`src/rtl/tx_serial_elevador_pkg.sv`:
```
// Shared definitions for the elevator serial transmitter: state encodings,
// frame-length constants and counter sizing helpers.
package tx_serial_elevador_pkg;

   typedef enum logic [1:0] {
      IDLE      = 2'd0,
      TRANSMITE = 2'd1,
      FINAL     = 2'd2
   } estado_t;

   localparam int BAUD_DIV_PADRAO    = 434;
   localparam int NBITS_SEM_PARIDADE = 10;
   localparam int NBITS_COM_PARIDADE = 11;

   function automatic int calc_nbits(input int stop_bits, input int paridade);
      return NBITS_SEM_PARIDADE + paridade + stop_bits - 1;
   endfunction

   // A divider of 1 would give $clog2 = 0; keep at least one bit.
   function automatic int largura_baud(input int div);
      return (div > 1) ? $clog2(div) : 1;
   endfunction

endpackage

```
`src/rtl/tx_serial_elevador_contador_baud_tick.sv`:
```
// Mod-DIV counter with synchronous clear and a tick at terminal count.
// Shared between the serial transmitter and the planned serial receiver.
module contador_baud_tick
   import tx_serial_elevador_pkg::*;
#(
   parameter int DIV = BAUD_DIV_PADRAO
) (
   input  logic clock,
   input  logic reset,
   input  logic limpa,
   input  logic habilita,
   output logic tick
);

   localparam int W = largura_baud(DIV);
   localparam logic [W-1:0] TERMINAL = W'(DIV - 1);

   logic [W-1:0] contagem;

   assign tick = habilita && (contagem == TERMINAL);

   always_ff @(posedge clock or posedge reset) begin
      if (reset) begin
         contagem <= '0;
      end else if (limpa) begin
         contagem <= '0;
      end else if (habilita) begin
         if (contagem == TERMINAL) begin
            contagem <= '0;
         end else begin
            contagem <= contagem + 1'b1;
         end
      end
   end

endmodule

```
`src/rtl/tx_serial_elevador.sv`:
```
// UART-style transmitter for the elevator auto-send unit: start, 8 data bits LSB first,
// optional even parity (macro TX_SERIAL_PARITY_EN), STOP_BITS stop bits.
module tx_serial_elevador
   import tx_serial_elevador_pkg::*;
#(
   parameter int BAUD_DIV  = BAUD_DIV_PADRAO,
   parameter int STOP_BITS = 1
) (
   input  logic       clock,
   input  logic       reset,
   input  logic       partida,
   input  logic [7:0] dados,
   output logic       saida_serial,
   output logic       enviado,
   output logic       ocupado
);

`ifdef TX_SERIAL_PARITY_EN
   localparam int PARIDADE = 1;
`else
   localparam int PARIDADE = 0;
`endif

   localparam int NBITS   = calc_nbits(STOP_BITS, PARIDADE);
   localparam int LARG_SR = NBITS - 1;
   localparam logic [3:0] ULTIMO_BIT = 4'(NBITS - 1);

   estado_t              estado;
   logic [LARG_SR-1:0]   desloca;
   logic [LARG_SR-1:0]   carga;
   logic [3:0]           cont_bits;
   logic                 tick;
   logic                 em_transmissao;

   assign em_transmissao = (estado == TRANSMITE);

   contador_baud_tick #(
      .DIV (BAUD_DIV)
   ) u_contador_baud (
      .clock    (clock),
      .reset    (reset),
      .limpa    (!em_transmissao),
      .habilita (em_transmissao),
      .tick     (tick)
   );

   // Everything after the start bit; the start bit goes straight onto the line.
   always_comb begin
      carga = '1;
`ifdef TX_SERIAL_PARITY_EN
      carga = {{STOP_BITS{1'b1}}, ^dados, dados};
`else
      carga = {{STOP_BITS{1'b1}}, dados};
`endif
   end

   always_ff @(posedge clock or posedge reset) begin
      if (reset) begin
         estado       <= IDLE;
         saida_serial <= 1'b1;
         enviado      <= 1'b0;
         ocupado      <= 1'b0;
         desloca      <= '0;
         cont_bits    <= '0;
      end else begin
         case (estado)
            IDLE: begin
               saida_serial <= 1'b1;
               enviado      <= 1'b0;
               ocupado      <= 1'b0;
               if (partida) begin
                  desloca      <= carga;
                  cont_bits    <= '0;
                  saida_serial <= 1'b0;
                  ocupado      <= 1'b1;
                  estado       <= TRANSMITE;
               end
            end
            TRANSMITE: begin
               if (tick) begin
                  if (cont_bits == ULTIMO_BIT) begin
                     saida_serial <= 1'b1;
                     enviado      <= 1'b1;
                     estado       <= FINAL;
                  end else begin
                     saida_serial <= desloca[0];
                     desloca      <= {1'b1, desloca[LARG_SR-1:1]};
                     cont_bits    <= cont_bits + 1'b1;
                  end
               end
            end
            FINAL: begin
               saida_serial <= 1'b1;
               enviado      <= 1'b0;
               ocupado      <= 1'b0;
               estado       <= IDLE;
            end
            default: begin
               saida_serial <= 1'b1;
               enviado      <= 1'b0;
               ocupado      <= 1'b0;
               estado       <= IDLE;
            end
         endcase
      end
   end

endmodule
```
`config.mk`:
```
export PLATFORM = sky130hd
export DESIGN_NAME = tx_serial_elevador
export DESIGN_NICKNAME = d
export VERILOG_FILES = /design/src/rtl/tx_serial_elevador_pkg.sv /design/src/rtl/tx_serial_elevador_contador_baud_tick.sv /design/src/rtl/tx_serial_elevador.sv
export SDC_FILE = /design/constraint.sdc
export NUM_CORES = 1
export LEC_CHECK = 0
export BUFFER_PORTS_ARGS = -buffer_cell sky130_fd_sc_hd__buf_2
export CORE_UTILIZATION = 30
export CTS_CLUSTER_SIZE = 28
export DETAILED_ROUTE_END_ITERATION = 16
export HOLD_SLACK_MARGIN = 0.08
export PLACE_DENSITY_LB_ADDON = 0.2
export SETUP_SLACK_MARGIN = 0.5
export SYNTH_ARGS = -nofsm -noshare
export SYNTH_HDL_FRONTEND = slang
export SYNTH_HIERARCHICAL = 1
export SYNTH_SLANG_ARGS = --single-unit
```
`constraint.sdc`:
```
create_clock -name clock -period 6.42 [get_ports clock]
set_clock_uncertainty 0.2 [all_clocks]
set_input_delay 1.284 -clock clock [delete_from_list [all_inputs] [get_ports clock]]
set_output_delay 1.284 -clock clock [all_outputs]
set_load 0.01 [all_outputs]
```
==> results of run 1 <==
[registers in the layout, indices dropped and copies added (netlist names)]
name / flops
ocupado: 1
enviado: 1
saida_serial: 1
desloca: 9
estado: 2
u_contador_baud/contagem: 9
cont_bits: 4
[Yosys cell counts, drive strengths merged, types with 3 or more instances]
master	number	share of area
inv	9	0.024
o31ai	3	0.019
or3	4	0.018
nor2b	3	0.013
a21oi	7	0.025
nor2	6	0.016
nand2	4	0.011
o21ai	7	0.025
ha	4	0.035
mux2	17	0.14
dfrtp	26	0.46
buf	3	0.014
o2111ai	3	0.019
[power breakdown]
part	switching, mW	internal [mW]
logic	0.0426	0.0430
clock network	0.0518	0.0445
registers	0.0363	0.201
[per-layer routing]
layer / track usage / vias to the layer above / routed length (microns)
li1: - / 488 / -
met1: 0.173 / 480 / 1390
met2: 0.190 / 21 / 1230
met3: 0.0199 / 5 / 84
met4: 0.0533 / 0 / 51
met5: 0 / - / 0
[worst min path at each step]
stage                     slack [ps]         end  cells after the start
after CTS                        310  desloca[2]                      1
after floorplan                  230  desloca[8]                      1
after global routing             330  desloca[2]                      1
final                            300  desloca[8]                      1
after global placement           290  desloca[1]                      1
after detailed placement         290  desloca[2]                      1
[worst reg2reg max path: cells and delay by family, from the launching register on]
| kind | cells | cell delay [ps] |
|---|---|---|
| buffers and inverters | 2 | 520 |
| AO/OA/AOI/OAI | 1 | 580 |
| multiplexers | 2 | 730 |
| AND/OR/NAND/NOR | 2 | 880 |
| flip-flops | 1 | 680 |
[kinds of logic after synthesis]
kind of cell	synth area share
AND/OR/NAND/NOR	0.129
AO/OA/AOI/OAI	0.143
flip-flops	0.478
multiplexers	0.149
buffers and inverters	0.0460
adder cells (fa/ha/maj)	0.0354
XOR/XNOR	0.0186
[final cells by class]
type,instances,area [sq um],share of cell area
multi-input cells,85,673,0.431
well taps,52,65.1,0.0416
inverters,10,37.5,0.0240
flip-flops and latches,27,677,0.433
clock buffers,4,45.0,0.0288
repair buffers,13,65.1,0.0416
[through the flow]
stage | total power, mW | cells | setup WS (ps) | hold WS [ps]
CTS | 0.423 | 191 | 2740 | 315
global placement | 0.319 | 187 | 2960 | 286
detailed placement | 0.324 | 187 | 2780 | 293
finish | 0.420 | 191 | 2740 | 302
global route | 0.450 | 191 | 2370 | 334
floorplan | 0.296 | 127 | 3470 | 230
==> metrics, run 1 <==
status complete, no violations; Yosys Warn Count 6; minimum clock period 3680 ps; max incr delay on CP 680 ps; DIE WIDTH 70.7 microns; most frequent cells in the layout dfrtp_1, mux2_2, buf_2, inv_1; utilization after layout 0.352; Filler Cells Inserted 457; Worst R2R Start estado[0]; max frequency 272 MHz; gpl congestion 0.772; Yosys cell types 40; ANT cells 0; vias in the first global route 1034; routed vias/inst 5.20; Finished Cell Area 0.00156 sq mm; Worst Setup Start Kind flip-flop; PortBufs 13; Hold Crit Start desloca[8]; Setup-failing EPs final 0; DR WL/cell 14.4 microns; Worst setup endpoint desloca[5]; Layout Nets 155; worst skew pair latency 270 ps; asr flop ratio synth 1.00; crit end category flip-flop; DRT Pass-1 Iters 4; Synth Area per Inst 11.1 sq um; Worst Path Max Fanout 15; Max Slew Vio Count 0; largest net degree at the start of global routing 19; Final ANT Viol Nets 0; worst hold path type reg2reg; total gr overflow 0; Post-CTS Resized 0; Critical Path RT 6380 ps; Seq/Total Area, Yosys 0.478; Max-Cap Viols 0; Post-synth top flop dfrtp_1; HPWL after DPL 1950 microns; routed wire length 2750 microns; Buf/Inv on CP 2; R2R depth 7; Final Hold Vio Count 0; area delta synth->final 10.4%; Max VDD drop 0.115 mV; Reg-to-Reg End desloca[5]; PD cells 269 mW/mm^2; Via Count 994; commonest non-fill, non-tap cell in the layout dfrtp_1; IO Count 14; Worst-Margin Slew 695 ps; #FFs+latches synth 27; EDFF count, synth 0; Mapped Cells 127; global-route wire length before repair 4910 microns; Setup crit start estado[0]; Num CTS Buffers 3; DRC 0; CP Depth 7; P_leak 0.685 nW; all-layer global routing usage 0.124; die footprint 0.00500 sq mm; initial antenna violation count 0; crit path DAT 3640 ps; CTS sink count 27; DP Area 0.00152 sq mm; share of cells above drive strength 1 0.266; crit share post-route 0.573; Setup TNS 0 ps; clk buf depth 2; row count 24; mapped cell area 0.00142 sq mm; initial drt markers 23; initial core utilization 0.318; Setup Fix Bufs, Post-CTS 0; Clock Tree Root clkbuf_8; slowest CP cell dfrtp_1; Core ar. 0.00444 sq mm; H-tree levels 1; TritonCTS clock tree built; kind of critical path reg2reg; r2r setup slk 2740 ps; Slew headroom 0.536; Worst-path clk slew 90 ps; hold_buf cts 0; Die H 70.7 microns; Mapped Nets 142; RSZ-0062 raised after global routing no; delay-heaviest family, CP simple AND/OR/NAND/NOR gates; crit-path cells nand2b_1, clkinv_1, inv_1, nor3_1, mux2i_1, a211oi_4, mux2_2
Power figures use the tool's default switching activity.
==> run 2: changes to the inputs <==
==> constraint.sdc (replaced) <==
create_clock -name clock -period 3.9 [get_ports clock]
set_clock_uncertainty 0.2 [all_clocks]
set_input_delay 0.78 -clock clock [delete_from_list [all_inputs] [get_ports clock]]
set_output_delay 0.78 -clock clock [all_outputs]
set_load 0.01 [all_outputs]
==> metrics, run 2 (synthesis results as in run 1) <==
die footprint 0.00500 sq mm (unchanged); Final Hold Vio Count 0 (unchanged); Reg-to-Reg End desloca[4] (was desloca[5]); DR WL/cell 14.1 microns (was 14.4 microns); most frequent cells in the layout dfrtp_1, mux2_2, buf_2, inv_1 (unchanged); Worst-path clk slew 100 ps (was 90 ps); CTS sink count 27 (unchanged); Worst R2R Start estado[0] (unchanged); P_leak 0.696 nW (was 0.685 nW); Setup crit start estado[0] (unchanged); max frequency 338 MHz (was 272 MHz); largest net degree at the start of global routing 19 (unchanged); post-route setup slack 943 ps (was 2740 ps); worst skew pair latency 270 ps (about the same); Critical Path RT 3870 ps (was 6380 ps); share of cells above drive strength 1 0.291 (was 0.266); gpl congestion 0.769 (was 0.772); Final ANT Viol Nets 0 (unchanged); crit-path cells nand2b_1, clkinv_1, inv_1, nor3_2, mux2i_1, a211oi_4, buf_12, mux2_2 (was nand2b_1, clkinv_1, inv_1, nor3_1, mux2i_1, a211oi_4, mux2_2); max incr delay on CP 660 ps (was 680 ps); crit path DAT 2920 ps (was 3640 ps); Via Count 994 (unchanged); H-tree levels 1 (unchanged); status complete, no violations (unchanged); total power 0.690 mW (was 0.420 mW); Worst Path Max Fanout 14 (was 15); kind of critical path reg2reg (unchanged); minimum clock period 2960 ps (was 3680 ps); routed wire length 2720 microns (was 2750 microns); PD cells 432 mW/mm^2 (was 269 mW/mm^2); crit end category flip-flop (unchanged); Worst-Margin Slew 678 ps (was 695 ps); DP Worst Slack 541 ps (was 2780 ps); DRT Pass-1 Iters 4 (unchanged); Max-Cap Viols 0 (unchanged); Max VDD drop 0.143 mV (was 0.115 mV); Setup TNS 0 ps (unchanged); crit share post-route 0.758 (was 0.573); all-layer global routing usage 0.119 (was 0.124); HPWL after DPL 1950 microns (about the same); Clock Tree Root clkbuf_8 (unchanged); vias in the first global route 1032 (was 1034); area delta synth->final 13.0% (was 10.4%); Setup-failing EPs final 0 (unchanged); DP Area 0.00153 sq mm (was 0.00152 sq mm); Filler Cells Inserted 453 (was 457); hold_buf cts 0 (unchanged); r2r setup slk 940 ps (was 2740 ps); PortBufs 13 (unchanged); Max Slew Vio Count 0 (unchanged); DIE WIDTH 70.7 microns (unchanged); CP Depth 8 (was 7); Num CTS Buffers 3 (unchanged); routed vias/inst 5.15 (was 5.20); Worst Setup Start Kind flip-flop (unchanged); Layout Nets 157 (was 155); slowest CP cell dfrtp_1 (unchanged); TritonCTS clock tree built (unchanged); clk buf depth 2 (unchanged); ANT cells 0 (unchanged); total gr overflow 0 (unchanged); Slew headroom 0.547 (was 0.536); Core ar. 0.00444 sq mm (unchanged); initial core utilization 0.318 (unchanged); initial drt markers 18 (was 23); RSZ-0062 raised after global routing no (unchanged); delay-heaviest family, CP simple AND/OR/NAND/NOR gates (unchanged); commonest non-fill, non-tap cell in the layout dfrtp_1 (unchanged); Die H 70.7 microns (unchanged); global-route wire length before repair 4770 microns (was 4910 microns); initial antenna violation count 0 (unchanged); largest registers desloca x9, u_contador_baud/contagem x9, cont_bits x4 (unchanged); R2R depth 8 (was 7); worst hold path type in2async (was reg2reg); row count 24 (unchanged); IO Count 14 (unchanged); Finished Cell Area 0.00160 sq mm (was 0.00156 sq mm); Buf/Inv on CP 3 (was 2); DRC 0 (unchanged)
## run 2: cell types whose count changed in the layout (fill, tap and decap cells not counted)
| cell | change |
|---|---|
| nor3_2 | +1 |
| buf_4 | +1 |
| clkbuf_1 | -1 |
| clkinvlp_4 | +1 |
| nor3_1 | -1 |
| buf_12 | +1 |
## run 2: area by class of cell
cell class,instances,area [sq um],area share
sequential,27,677,0.423
multi-input combinational,85,678,0.424
clock buffer,3,41.3,0.0258
tap,52,65.1,0.0407
timing repair buffer,15,92.6,0.0579
clock inverter,1,7.51,0.00469
inverter,10,37.5,0.0235
## run 2: through the flow
step	util	hold slack (ps)	instances
3_5_place_dp	0.343	265	188
3_3_place_gp	0.343	258	188
4_1_cts	0.354	270	192
6_report	0.360	256	193
5_1_grt	0.360	295	193
2_1_floorplan	-	230	127
## run 2: where the power goes
group | switching (mW) | leakage (nW) | internal (mW)
Clock | 0.0905 | 0.0217 | 0.0726
Sequential | 0.0569 | 0.332 | 0.332
Combinational | 0.0679 | 0.343 | 0.0709
Total | 0.215 | 0.696 | 0.475
## run 2: routing by layer
| metal | GRT usage | wire, microns | part of all wire |
|---|---|---|---|
| met5 | 0 | 0 | 0 |
| met4 | 0.0400 | 38 | 0.014 |
| met3 | 0.0199 | 88 | 0.032 |
| met2 | 0.189 | 1270 | 0.47 |
| met1 | 0.164 | 1320 | 0.49 |
## run 2: worst max-delay path by stage
stage	end
2_1_floorplan	cont_bits[0]
3_3_place_gp	desloca[6]
3_5_place_dp	desloca[2]
4_1_cts	desloca[4]
5_1_grt	desloca[5]
6_report	desloca[4]
## run 2: timing repair
action                                  4_1_cts  5_1_grt
gates resized for setup                       0        1
endpoints found under the setup margin        0       10
endpoints found under the hold margin         0        0
buffers inserted                              0        1
==> run 3: changes to the inputs <==
==> constraint.sdc (replaced) <==
create_clock -name clock -period 2.9 [get_ports clock]
set_clock_uncertainty 0.2 [all_clocks]
set_input_delay 0.58 -clock clock [delete_from_list [all_inputs] [get_ports clock]]
set_output_delay 0.58 -clock clock [all_outputs]
set_load 0.01 [all_outputs]
==> metrics, run 3 (synthesis results as in run 1) <==
status complete, no violations (unchanged); RSZ-0062 raised after global routing no (unchanged); total power 0.931 mW (was 0.690 mW); max frequency 438 MHz (was 338 MHz); Filler Cells Inserted 453 (unchanged); Max Slew Vio Count 0 (unchanged); most frequent cells in the layout dfrtp_1, buf_2, mux2_4, inv_1, mux2_2 (was dfrtp_1, mux2_2, buf_2, inv_1); commonest non-fill, non-tap cell in the layout dfrtp_1 (unchanged); vias in the first global route 1016 (was 1032); crit path DAT 2240 ps (was 2920 ps); Max VDD drop 0.289 mV (was 0.143 mV); DP Worst Slack 417 ps (was 541 ps); Core ar. 0.00444 sq mm (unchanged); initial core utilization 0.318 (unchanged); clk buf depth 2 (unchanged); initial antenna violation count 0 (unchanged); HPWL after DPL 2060 microns (was 1950 microns); routed wire length 2830 microns (was 2720 microns); kind of critical path reg2reg (unchanged); Final ANT Viol Nets 0 (unchanged); Clock Tree Root clkbuf_8 (unchanged); gpl congestion 0.797 (was 0.769); largest registers desloca x9, u_contador_baud/contagem x9, cont_bits x4 (unchanged); share of cells above drive strength 1 0.331 (was 0.291); post-route setup slack 617 ps (was 943 ps); register area 678 sq um (was 677 sq um); Worst R2R Start u_contador_baud/contagem[3] (was estado[0]); die footprint 0.00500 sq mm (unchanged); crit share post-route 0.787 (was 0.758); Worst-path clk slew 100 ps (about the same); P_leak 0.728 nW (was 0.696 nW); Worst Path Max Fanout 10 (was 14); area delta synth->final 19.3% (was 13.0%); IO Count 14 (unchanged); minimum clock period 2280 ps (was 2960 ps); Die H 70.7 microns (unchanged); Final Hold Vio Count 0 (unchanged); TritonCTS clock tree built (unchanged); Worst Setup Start Kind flip-flop (unchanged); largest net degree at the start of global routing 19 (unchanged); worst hold path type reg2reg (was in2async); crit end category flip-flop (unchanged); worst skew pair latency 270 ps (about the same); Finished Cell Area 0.00169 sq mm (was 0.00160 sq mm); row count 24 (unchanged); Max-Cap Viols 0 (unchanged); PortBufs 13 (unchanged); H-tree levels 1 (unchanged); multi-input logic area 738 sq um (was 678 sq um); Hold Crit Start desloca[8]; ANT cells 0 (unchanged); DIE WIDTH 70.7 microns (unchanged); CTS sink count 27 (unchanged); global-route wire length before repair 4810 microns (was 4770 microns); PD cells 551 mW/mm^2 (was 432 mW/mm^2); initial drt markers 26 (was 18); Setup TNS 0 ps (unchanged); DP Area 0.00161 sq mm (was 0.00153 sq mm); Via Count 1029 (was 994); total gr overflow 0 (unchanged); DRC 0 (unchanged); Critical Path RT 2850 ps (was 3870 ps); Slew headroom 0.526 (was 0.547); DR WL/cell 14.4 microns (was 14.1 microns); utilization after layout 0.380 (was 0.360); all-layer global routing usage 0.122 (was 0.119); routed vias/inst 5.22 (was 5.15); DRT Pass-1 Iters 4 (unchanged); Num CTS Buffers 3 (unchanged); Worst-Margin Slew 710 ps (was 678 ps); Layout Nets 161 (was 157); Setup crit start u_contador_baud/contagem[3] (was estado[0]); Setup-failing EPs final 0 (unchanged)
-- run 3: cell types whose count changed in the layout (fill, tap and decap cells not counted), sizes merged --
cell,change
buf,+3
clkbuf,+1
clkinvlp,-1
dlygate4sd3,+1
-- run 3: through the flow --
| stage | hold WS [ps] | cells |
|---|---|---|
| global placement | 283 | 189 |
| global route | 321 | 197 |
| detailed placement | 291 | 189 |
| finish | 298 | 197 |
| floorplan | 208 | 127 |
| CTS | 312 | 195 |
-- run 3: power by group --
part	total, mW	internal, mW	switching, mW
Sequential	0.524	0.446	0.0783
Combinational	0.194	0.103	0.0911
Clock	0.212	0.0983	0.114
-- run 3: layout make-up --
cell class / count / area share
clock buffers: 4 / 0.0267
inverters: 10 / 0.0267
repair buffers: 19 / 0.0689
multi-input cells: 85 / 0.437
well taps: 52 / 0.0385
flip-flops and latches: 27 / 0.402
-- run 3: critical path, stage by stage (launching register included) --
cell and delay, ps:
dfrtp_1 460, nand4bb_1 370, nor3_4 310, mux2i_4 140
a211oi_4 180, buf_6 200, mux2_4 310
-- run 3: final timing paths --
| path | to | slack (ps) | cells after the start |
|---|---|---|---|
| max in group asynchronous | estado[1] | 1240 | 3 |
| min | desloca[8] | 300 | 1 |
| max | desloca[4] | 620 | 6 |
| max reg2reg | desloca[4] | 620 | 6 |
| min in group asynchronous | u_contador_baud/contagem[5] | 630 | 3 |
| min reg2reg | desloca[8] | 300 | 1 |
-- run 3: per-layer routing --
layer | share of wire | track usage | up-vias | routed length (microns)
met5 | 0 | 0 | - | 0
met4 | 0.0060 | 0.0467 | 0 | 17
met3 | 0.022 | 0.0128 | 2 | 62
met2 | 0.47 | 0.199 | 18 | 1340
met1 | 0.50 | 0.167 | 508 | 1420
li1 | - | - | 501 | -
-- run 3: repair_timing --
item	CTS	global route
gates resized for setup	2	0
hold buffers	1	0
gates cloned	0	0
pin swaps	1	0
buffers inserted	1	2
endpoints found under the setup margin	9	9
hold endpoints to repair	9	0
